--- config.mk ---
export PLATFORM = sky130hd
export DESIGN_NAME = unsigned_64by32_div_trunc
export DESIGN_NICKNAME = d
export VERILOG_FILES = /design/src/rtl/unsigned_64by32_div_trunc.sv
export SDC_FILE = /design/constraint.sdc
export NUM_CORES = 1
export LEC_CHECK = 0
export ABC_AREA = 1
export BUFFER_PORTS_ARGS = -buffer_cell sky130_fd_sc_hd__buf_2
export CORE_UTILIZATION = 40
export CTS_CLUSTER_SIZE = 14
export DETAILED_ROUTE_END_ITERATION = 16
export HOLD_SLACK_MARGIN = 0.08
export PLACE_DENSITY = 0.67
export SYNTH_ARGS = -nofsm -noshare
export SYNTH_HDL_FRONTEND = slang
export SYNTH_SLANG_ARGS = --single-unit
--- constraint.sdc ---
create_clock -name clk -period 10.4 [get_ports clk]
set_input_delay 2.08 -clock clk [delete_from_list [all_inputs] [get_ports clk]]
set_output_delay 2.08 -clock clk [all_outputs]
set_load 0.1 [all_outputs]
--- src/rtl/unsigned_64by32_div_trunc.sv ---
// Sequential radix-2 restoring divider, 64-bit by 32-bit unsigned, producing only the top
// 32-L quotient bits; the remainder is widened so dividend == quotient*divisor + remainder.
module unsigned_64by32_div_trunc #(
    parameter int unsigned L = 10,
    localparam int unsigned R = 32 + L
) (
    input  logic          clk,
    input  logic          rst,
    input  logic          in_valid,
    output logic          in_ready,
    input  logic [63:0]   dividend,
    input  logic [31:0]   divisor,
    output logic          out_valid,
    input  logic          out_ready,
    output logic [31:0]   quotient,
    output logic [R-1:0]  remainder,
    output logic          div_by_zero,
    output logic          overflow
);

    localparam logic [4:0]  LastK   = 5'(L);
    localparam logic [31:0] LowMask = 32'((64'd1 << L) - 64'd1);

    typedef enum logic [1:0] {StIdle, StBusy, StDone} state_e;

    state_e      state_q;
    logic [31:0] lo_q;
    logic [31:0] div_q;
    logic [31:0] r_q;
    logic [31:0] q_q;
    logic [4:0]  k_q;
    logic        zero_q;
    logic        ovf_q;

    logic [32:0]  r_shift;
    logic         q_bit;
    logic [31:0]  r_next;
    logic [31:0]  q_next;
    logic [R-1:0] rem_next;

    assign in_ready = (state_q == StIdle) && !rst;

    // One restoring step; the 33-bit compare keeps the shifted partial remainder from wrapping.
    always_comb begin
        r_shift  = {r_q, lo_q[k_q]};
        q_bit    = r_shift >= {1'b0, div_q};
        r_next   = q_bit ? 32'(r_shift - {1'b0, div_q}) : r_shift[31:0];
        q_next   = q_q | (32'(q_bit) << k_q);
        rem_next = R'({32'b0, r_next} << L) | R'(lo_q & LowMask);
    end

    always_ff @(posedge clk or posedge rst) begin
        if (rst) begin
            state_q     <= StIdle;
            lo_q        <= '0;
            div_q       <= '0;
            r_q         <= '0;
            q_q         <= '0;
            k_q         <= '0;
            zero_q      <= 1'b0;
            ovf_q       <= 1'b0;
            out_valid   <= 1'b0;
            quotient    <= '0;
            remainder   <= '0;
            div_by_zero <= 1'b0;
            overflow    <= 1'b0;
        end else begin
            unique case (state_q)
                StIdle: begin
                    if (in_valid) begin
                        lo_q    <= dividend[31:0];
                        div_q   <= divisor;
                        r_q     <= dividend[63:32];
                        q_q     <= '0;
                        k_q     <= 5'd31;
                        zero_q  <= (divisor == 32'd0);
                        ovf_q   <= (divisor != 32'd0) && (dividend[63:32] >= divisor);
                        state_q <= StBusy;
                    end
                end
                StBusy: begin
                    // Error flags were decided at accept; report them on the first busy edge.
                    if (zero_q || ovf_q) begin
                        state_q     <= StDone;
                        out_valid   <= 1'b1;
                        quotient    <= '1;
                        remainder   <= '0;
                        div_by_zero <= zero_q;
                        overflow    <= ovf_q;
                    end else begin
                        r_q <= r_next;
                        q_q <= q_next;
                        k_q <= k_q - 5'd1;
                        if (k_q == LastK) begin
                            state_q     <= StDone;
                            out_valid   <= 1'b1;
                            quotient    <= q_next;
                            remainder   <= rem_next;
                            div_by_zero <= 1'b0;
                            overflow    <= 1'b0;
                        end
                    end
                end
                StDone: begin
                    if (out_ready) begin
                        state_q   <= StIdle;
                        out_valid <= 1'b0;
                    end
                end
                default: state_q <= StIdle;
            endcase
        end
    end

endmodule

Word-level counts from Yosys, hierarchy flattened
Cells that the tools add are included.
- shift-type cells: 1
- magnitude comparators: 3
- add/sub/neg operators: 2
- muxes and demuxes: 28
- reductions and logical operators: 15
- equal/unequal tests: 7
- bitwise operators: 2
- operators by type and width (cell ; number):
    32-bit two-way mux ; 7
    32-bit one-hot mux with 2 select lines ; 2
    42-bit two-way mux ; 2
    42-bit by 10-bit OR with 42-bit output ; 1
    33-bit by 32-bit greater-or-equal comparator with 1-bit output ; 1
    32-bit greater-or-equal comparator ; 1
    32-bit zero test ; 1
    32-bit OR ; 1
    32-bit nonzero test ; 1
    1-bit by 5-bit << shifter with 32-bit output ; 1
    32-bit subtractor ; 1
    5-bit two-way mux ; 2
    5-bit one-hot mux with 2 select lines ; 1
    3-bit AND reduction ; 3
    2-bit two-way mux ; 4
    1-bit two-way mux ; 7
    5-bit by 6-bit less-than comparator with 1-bit output, second input constant ; 1
    2-bit inequality test, second input constant ; 3
    2-bit one-hot mux with 3 select lines ; 1
    2-bit nonzero test ; 3
    1-bit binary-select mux with 5-bit select ; 1
    5-bit by 4-bit equality test with 1-bit output, second input constant ; 1
    5-bit by 1-bit subtractor with 5-bit output, second input constant ; 1
    2-bit AND reduction ; 2
    8 further kinds ; 9
- input port bits: 100
- logic and storage cells: 71
- output and inout bits: 78
- register bits: 214

Logic depth before layout (Yosys ltp)
Gate-level depths: netlist of the first run.
- word-level depth: 7
- gate-level depth with buffers: 26
- depth with buffers taken out: 25

Least setup slack after synthesis of the first run
No wires, ideal clock.
- kind: input to output
- start point: input rst
- end point: output in_ready
- arrival: 4.107 ns
- cell stages on the path: 1
- required time: 8.320 ns
- slack: 4.213 ns
- buffers on the path: 0
- cell sequence: nor3_1
- longest elaborated chain between the ends: 2
- RTL lines (item ; line ; source):
    start, declared ; 8 ; input logic rst,
    1-bit zero test (no source line) ; n/a ;
    1-bit logical AND ; 41 ; assign in_ready = (state_q == StIdle) && !rst;
    end, declared ; 10 ; output logic in_ready,
No other way between the ends.

Worst setup path in the final report of the first run
Ends and elaborated chain as after synthesis.

==> key figures, run 1 <==
Synthesis
  • Mux cell area share after synthesis: 0%
  • Synth Area in Compound Gates: 13.5%
  • Post-synth ARST share: 100%
  • Syn Inst Count: 1,711
  • Main combinational cell family by area after synthesis: simple AND/OR/NAND/NOR gates
  • Synthesized area: 12,600 um^2
  • Main synth FF type: dfrtp_1
  • Post-synthesis simple-gate area fraction: 26.8%
  • Syn avg cell area: 7.38 um^2
  • Synth cell types: 46
  • Seq cells post-synth: 214
  • Yosys warning count: 0
  • Synthesized-area fraction occupied by xor and xnor cells: 1.11%
  • Sequential share of the synthesized area: 42.4%
  • Syn nets: 1,878
  • Adder-Cell Fraction of Synth Area: 6.70%
  • Number of synthesized flops with an enable pin: 0

Floorplanning
  • Die area: 32,300 um^2
  • Width of the chip: 180 um
  • Core area: 30,800 um^2
  • Starting Density: 40.9%
  • Die Ht: 180 um
  • Std cell rows: 64
  • Io pins: 178

GRT
  • GR Util met1: 30.7%
  • First-pass GRT wire length: 60,300 um
  • Vias in the first global route: 11,400
  • Largest net degree at the start of global routing: 113
  • Antenna violations before repair: 0
  • Overflow after GRT: 0
  • GRT busiest layer: met2
  • Total track usage: 23.1%
  • Met2 usage: 38.8%
  • M3 GR Usage: 2.82%

Detailed routing
  • Drt first pass iters: 11
  • Drt initial violations: 861
  • Routed len/inst: 16.4 um
  • Via-to-Cell Ratio: 5.16
  • Post-DRT Antenna Nets: 0
  • Routed wire length: 37,300 um
  • DRC violations left: 7
  • Detailed-route via count: 11,700

Clock tree
  • # hold bufs at CTS: 0
  • CTS tree: yes
  • Htree depth: 1
  • CTS Sinks: 214
  • Root buffer cell: clkbuf_16
  • Setup Buffers After CTS: 0
  • Clock buffer depth: 3
  • Clock slew at reported path FFs: 0.06 ns
  • Clock latency on the worst-skew pair: 0.54 ns
  • TritonCTS Buffers: 24
  • Post_cts resized: 0

Finish
  • ANT cells: 0
  • Filler cells: 3,086
  • Layout overhead on the synthesized area: 16.0%
  • Nets: 2,024
  • Register area: 5360 um^2
  • Layout cells sized above 1: 14.9%
  • Multi-input logic area: 6100 um^2

Power and ir drop
  • Leakage power: 7.30 nW
  • Power Density: 320 nW/um^2
  • Maximum vdd drop: 0.141 mV

Outcome
  • Outcome: finished with violations
  • Failing checks: design-rule violations

STA
  • Final setup vio count: 0
  • Slew at the pin closest to its max-slew limit: 1.04 ns
  • Final min period: 4.88 ns
  • F_max: 205 MHz
  • Unrepaired setup endpoints after global routing: false
  • Period Utilization, post-route: 46.9%
  • Post-layout worst setup margin: 5.52 ns
  • Final Skew: 0.00944 ns
  • Slew Limit Headroom: 30.0%
  • Setup TNS: 0 ns
  • Max Slew Vio Count: 0
  • Fin. Hold Viols: 0

Run
  • Max-Cap Viols: 0

Worst setup path
  • Arrival time worst endpoint: 2.80 ns
  • Slowest cell delay on critical path: 0.45 ns
  • Most frequent cell on the critical path: buf_2
  • Crit Path Class: in -> out
  • CP Cell Sequence: buf_2, nor3_1, buf_2
  • CP max stage cell: buf_2
  • Crit path capture type: output port
  • CP Max Fanout: 2
  • Startpoint types: input port
  • Worst EP required: 8.32 ns

Placed design
  • DP Wirelength: 27,100 um
  • Routability Congestion: 0.994
  • Pre-CTS WS: 5.52 ns
  • Port Buffers: 177

Worst hold path
  • Worst Hold Class: reg -> reg
==> cells in the final DEF, fill, tap and decap left out, drive strengths merged, types with 11 or more instances in the layout <==
cell and n:
nand2 510, inv 221, dfrtp 214, o21ai 188
buf 186, nor2 152, a21oi 91, nand3 87
ha 66, clkbuf 30, nand4 27, o22ai 12
xor2 11
==> Yosys cell counts, types with 2 or more instances <==
cell / instances / area, um^2
o21ai_0: 175 / 876
buf_6: 5 / 56.3
o21ai_1: 13 / 65.1
clkinv_1: 2 / 7.51
o22ai_1: 12 / 75.1
a22o_1: 9 / 78.8
buf_4: 4 / 30.0
clkbuf_1: 38 / 143
a211oi_1: 2 / 15.0
inv_1: 213 / 800
a21oi_1: 89 / 445
nand3_1: 86 / 430
nand4_1: 27 / 169
nand2_1: 501 / 1880
nor3_1: 9 / 45.0
ha_1: 66 / 826
a31oi_1: 2 / 12.5
nand2_2: 5 / 31.3
o211ai_1: 3 / 22.5
nor4_1: 5 / 31.3
clkbuf_8: 2 / 27.5
nand2_4: 4 / 45.0
dfrtp_1: 214 / 5360
nor2_2: 12 / 75.1
nor2_4: 4 / 45.0
nand3b_1: 4 / 30.0
o21bai_1: 7 / 52.6
or2_2: 9 / 56.3
xnor2_1: 5 / 43.8
inv_2: 8 / 30.0
buf_2: 16 / 80.1
xor2_1: 11 / 96.3
nor2_1: 136 / 510
==> sequential cells by signal (all words and copies together) (netlist names) <==
name	count
lo_q	32
q_q	32
quotient	32
zero_q	1
r_q	32
div_by_zero	1
k_q	5
overflow	1
remainder	42
div_q	32
state_q	2
ovf_q	1
out_valid	1
==> logic make-up (layout without fill, tap and decap cells) <==
| logic type | count (synthesis) | count (layout) |
|---|---|---|
| and+or+nand+nor | 806 | 806 |
| DFF | 214 | 214 |
| AOI/OAI and AO/OA | 319 | 319 |
| buffers and inverters | 289 | 453 |
| adders and majority gates | 67 | 67 |
| xor gates and xnor gates | 16 | 16 |
==> stage by stage <==
| stage | util (%) | instance area, um^2 | hold WS, ns | power [mW] | std cells |
|---|---|---|---|---|---|
| after floorplan | - | 12600 | 0.444 | 3.09 | 1711 |
| after global placement | 44.6 | 13700 | 0.458 | 3.68 | 2227 |
| after detailed placement | 44.6 | 13700 | 0.460 | 3.72 | 2227 |
| after CTS | 47.5 | 14600 | 0.478 | 4.70 | 2271 |
| after global routing | 47.5 | 14600 | 0.494 | 5.08 | 2271 |
| final | 47.5 | 14600 | 0.473 | 4.69 | 2271 |
==> report_power, final <==
group          total, mW  switching, mW  internal, mW  leakage, nW
registers           1.19          0.149          1.04         2.62
logic               2.54           1.76         0.786         4.24
clock network      0.964          0.363         0.601        0.438
total               4.69           2.27          2.42         7.30
==> worst paths after layout <==
path	from	to	slack [ns]	cells after the start
min in group asynchronous	rst	remainder[24]	1.70	2
hold / removal	remainder[30]	remainder[30]	0.47	2
setup / recovery	rst	in_ready	5.52	3
max in group asynchronous	rst	k_q[2]	7.39	3
setup reg to reg	k_q[0]	r_q[13]	5.75	21
hold reg to reg	remainder[30]	remainder[30]	0.47	2
==> layout make-up <==
class / count / area share, %
Sequential cell: 214 / 36.6
Clock buffer: 30 / 4.53
Tap cell: 396 / 3.38
Multi-Input combinational cell: 1208 / 41.6
Clock inverter: 14 / 1.61
Timing Repair Buffer: 186 / 6.51
Inverter: 223 / 5.77
==> critical path: cells and delay by family <==
kind	cells	cell delay [ns]
buffers and inverters	2	0.59
and+or+nand+nor	1	0.13
==> metal layers <==
metal,wire [um],vias up,part of all wire [%]
met5,0,-,0
met3,1890,60,5.1
met1,16600,5557,44
met2,17600,309,47
met4,1240,0,3.3
li1,-,5783,-
Power figures use the tool's default switching activity.
==> inputs of run 2 (changes only) <==
- ABC_AREA: 1 -> 0
- PLACE_DENSITY: 0.67 -> 0.7
- clock period: 10.4 -> 3.9 ns (I/O delays scaled with it)
==> run 2 against run 1 <==
Effect of this change: the run ends with negative setup slack left; worst setup slack worse by 5.6 ns; cell area fell by 0.34%; hold slack worse by 0.18 ns; sequential power grew to 2.7 times the previous value; global-route usage increased by 0.31 points; final cell count shrank 20%; combinational power increased to 3.5 times the previous value; critical path depth is 13 higher; via count fell by 13%; core utilization increased by 4.6 points; sequential share of layout area rose by 0.13 points; clock power grew 150%; largest cell class unchanged; largest power group unchanged; highest routed layer unchanged.
==> key figures, run 2 <==
STA
  • Final setup vio count: 57
  • Setup TNS: -2.09 ns
  • Worst hold margin: 0.293 ns
  • Slew Limit Headroom: 29.6%
  • Final Skew: 0.0164 ns
  • Period Utilization, post-route: 102%
  • Max Slew Vio Count: 0
  • F_max: 251 MHz
  • Fin. Hold Viols: 0
  • Final min period: 3.99 ns
  • Slew at the pin closest to its max-slew limit: 1.05 ns
  • Unrepaired setup endpoints after global routing: true
  • Post-layout worst setup margin: -0.0886 ns

GRT
  • Vias in the first global route: 9,722
  • Antenna violations before repair: 0
  • Overflow after GRT: 0
  • Total track usage: 23.4%
  • First-pass GRT wire length: 53,600 um
  • Largest net degree at the start of global routing: 88

Worst setup path
  • CP top delay family: multiplexers
  • Reg2Reg Setup Slack: -0.09 ns
  • Buffer and inverter count on the worst path: 3
  • Slowest cell delay on critical path: 0.51 ns
  • Reg-to-reg endpoint: r_q[12]
  • Crit Path Class: reg -> reg
  • CP max stage cell: mux4_2
  • Worst r2r src: k_q[0]
  • Startpoint types: flip-flop
  • CP Cell Sequence: buf_12, mux4_2, mux4_2, mux2i_4, ha_4, nor2b_4, o2111ai_2, a31oi_2, or3_4, and3_4, o21ai_4, buf_6, nand2_8, buf_12, mux2i_4, o21ai_1
  • Cell count of the worst reg-to-reg path: 16
  • Arrival time worst endpoint: 4.37 ns
  • Worst EP required: 4.28 ns
  • Crit path capture type: flip-flop
  • CP Max Fanout: 8

Finish
  • Filler cells: 2,531
  • Commonest non-fill, non-tap cell in the layout: nand2_1
  • Layout cells sized above 1: 26.4%
  • Max reg flops: 42
  • Nets: 1,599
  • Most frequent cells in the layout: 221 x nand2_1, 214 x dfrtp_1, 177 x buf_2, 74 x inv_1, 74 x o21ai_0
  • Layout overhead on the synthesized area: 27.3%
  • Final Non-Filler Cells: 1,828
  • Most flops, register: remainder
  • Utilization after layout: 52.1%
  • Final instance area: 14,600 um^2
  • ANT cells: 0

Outcome
  • Outcome: finished with violations
  • Failing checks: negative setup slack

Clock tree
  • TritonCTS Buffers: 24
  • # hold bufs at CTS: 0
  • Clock slew at reported path FFs: 0.06 ns
  • Clock buffer depth: 3
  • Htree depth: 1
  • Root buffer cell: clkbuf_16
  • CTS Sinks: 214
  • Clock latency on the worst-skew pair: 0.53 ns
  • CTS tree: yes

Detailed routing
  • Drt initial violations: 775
  • Drt first pass iters: 5
  • Routed wire length: 35,100 um
  • Detailed-route via count: 10,200
  • Via-to-Cell Ratio: 5.55
  • Routed len/inst: 19.2 um
  • DRC violations left: 0
  • Post-DRT Antenna Nets: 0

Run
  • Max-Cap Viols: 0

Synthesis
  • Syn nets: 1,392
  • Synth area leader: dfrtp_1
  • Sequential share of the synthesized area: 46.7%
  • Synthesized area: 11,500 um^2
  • Post-synth ARST share: 100%
  • Share of the synthesized area in the top cell type: 46.7%
  • Yosys warning count: 0
  • Largest cells by area after synthesis: dfrtp_1 47%, nand2_1 7.3%, ha_1 7.2%, o21ai_0 4.2%, a21oi_1 3.6%
  • Top post-synthesis cells by count: 223 x nand2_1, 214 x dfrtp_1, 96 x o21ai_0
  • Syn avg cell area: 9.36 um^2
  • Syn Inst Count: 1,225
  • Number of synthesized flops with an enable pin: 0
  • Seq cells post-synth: 214
  • Most common cell in the synthesized netlist: nand2_1
  • Synth cell types: 71
  • Main synth FF type: dfrtp_1

Floorplanning
  • Die Ht: 171 um
  • Core area: 28,000 um^2
  • Die area: 29,300 um^2
  • Std cell rows: 61
  • Io pins: 178
  • Starting Density: 40.9%
  • Width of the chip: 171 um

Power and ir drop
  • Power Density: 994 nW/um^2
  • Tot Pwr: 14.5 mW
  • Leakage power: 6.91 nW
  • Maximum vdd drop: 0.628 mV

Placed design
  • DP Wirelength: 24,800 um
  • Placed standard-cell area: 13,000 um^2
  • Placed Cells: 1,756
  • Routability Congestion: 0.921
  • Port Buffers: 177
  • Pre-CTS WS: -0.165 ns

Worst hold path
  • Worst Hold Class: in -> async
-- run 2: cell count changes after synthesis, sizes merged, moves of 23 or more --
| cell | delta |
|---|---|
| o22a | +29 |
| nand2 | -286 |
| o21ai | -56 |
| mux2i | +23 |
| inv | -146 |
| nand3 | -64 |
| and3 | +31 |
| nor2 | -104 |
-- run 2: kinds of logic (layout without fill, tap and decap cells) --
kind of cell | count (synthesis) | count (layout) | synth area share, %
compound gates | 345 | 345 | 19.0
xor+xnor | 30 | 30 | 2.29
fa+ha+maj | 67 | 67 | 7.38
buf+inv | 143 | 367 | 5.05
flops | 214 | 214 | 46.7
mux | 34 | 34 | 4.07
simple gates | 392 | 393 | 15.5
-- run 2: per-layer routing --
layer | share of wire [%] | track usage, %
met2 | 47 | 38.2
met1 | 45 | 32.7
met3 | 5.6 | 3.08
met4 | 2.0 | 5.98
met5 | 0 | 0
-- run 2: layout make-up --
class,instances,area (um^2),area share [%]
multi-input combinational,869,6020,41.3
inverter,76,289,1.98
sequential,214,5360,36.7
tap,378,473,3.24
clock buffer,27,642,4.40
clock inverter,17,213,1.46
timing repair buffer,247,1600,11.0
-- run 2: power breakdown --
part	switching, mW	total, mW	internal, mW
combinational	5.10	8.83	3.73
clock	0.952	2.41	1.46
sequential	0.463	3.27	2.81
total	6.52	14.5	7.99
-- run 2: repair_timing --
item,in CTS,in global routing
endpoints found under the setup margin,93,100
pin swaps,18,29
buffers inserted,16,9
cloned,1,2
resized for setup,32,86
-- run 2: worst max-delay path by stage --
stage	startpoint	endpoint	cells past startpoint	slack [ns]
global placement	k_q[0]	remainder[40]	16	-0.07
detailed placement	k_q[0]	remainder[40]	16	-0.16
floorplan	k_q[0]	quotient[11]	16	0.03
finish	k_q[0]	r_q[12]	16	-0.09
global route	k_q[0]	remainder[22]	16	-0.19
CTS	k_q[0]	quotient[9]	15	-0.04
-- run 2: worst reg2reg max path, cell delays in order, from the launching register on --
cell       delay [ns]
dfrtp_1          0.39
buf_12           0.15
mux4_2           0.51
mux4_2           0.51
mux2i_4          0.19
ha_4             0.18
nor2b_4          0.05
o2111ai_2        0.23
a31oi_2          0.14
or3_4            0.40
and3_4           0.17
o21ai_4          0.16
buf_6            0.16
nand2_8          0.10
buf_12           0.21
mux2i_4          0.22
o21ai_1          0.10
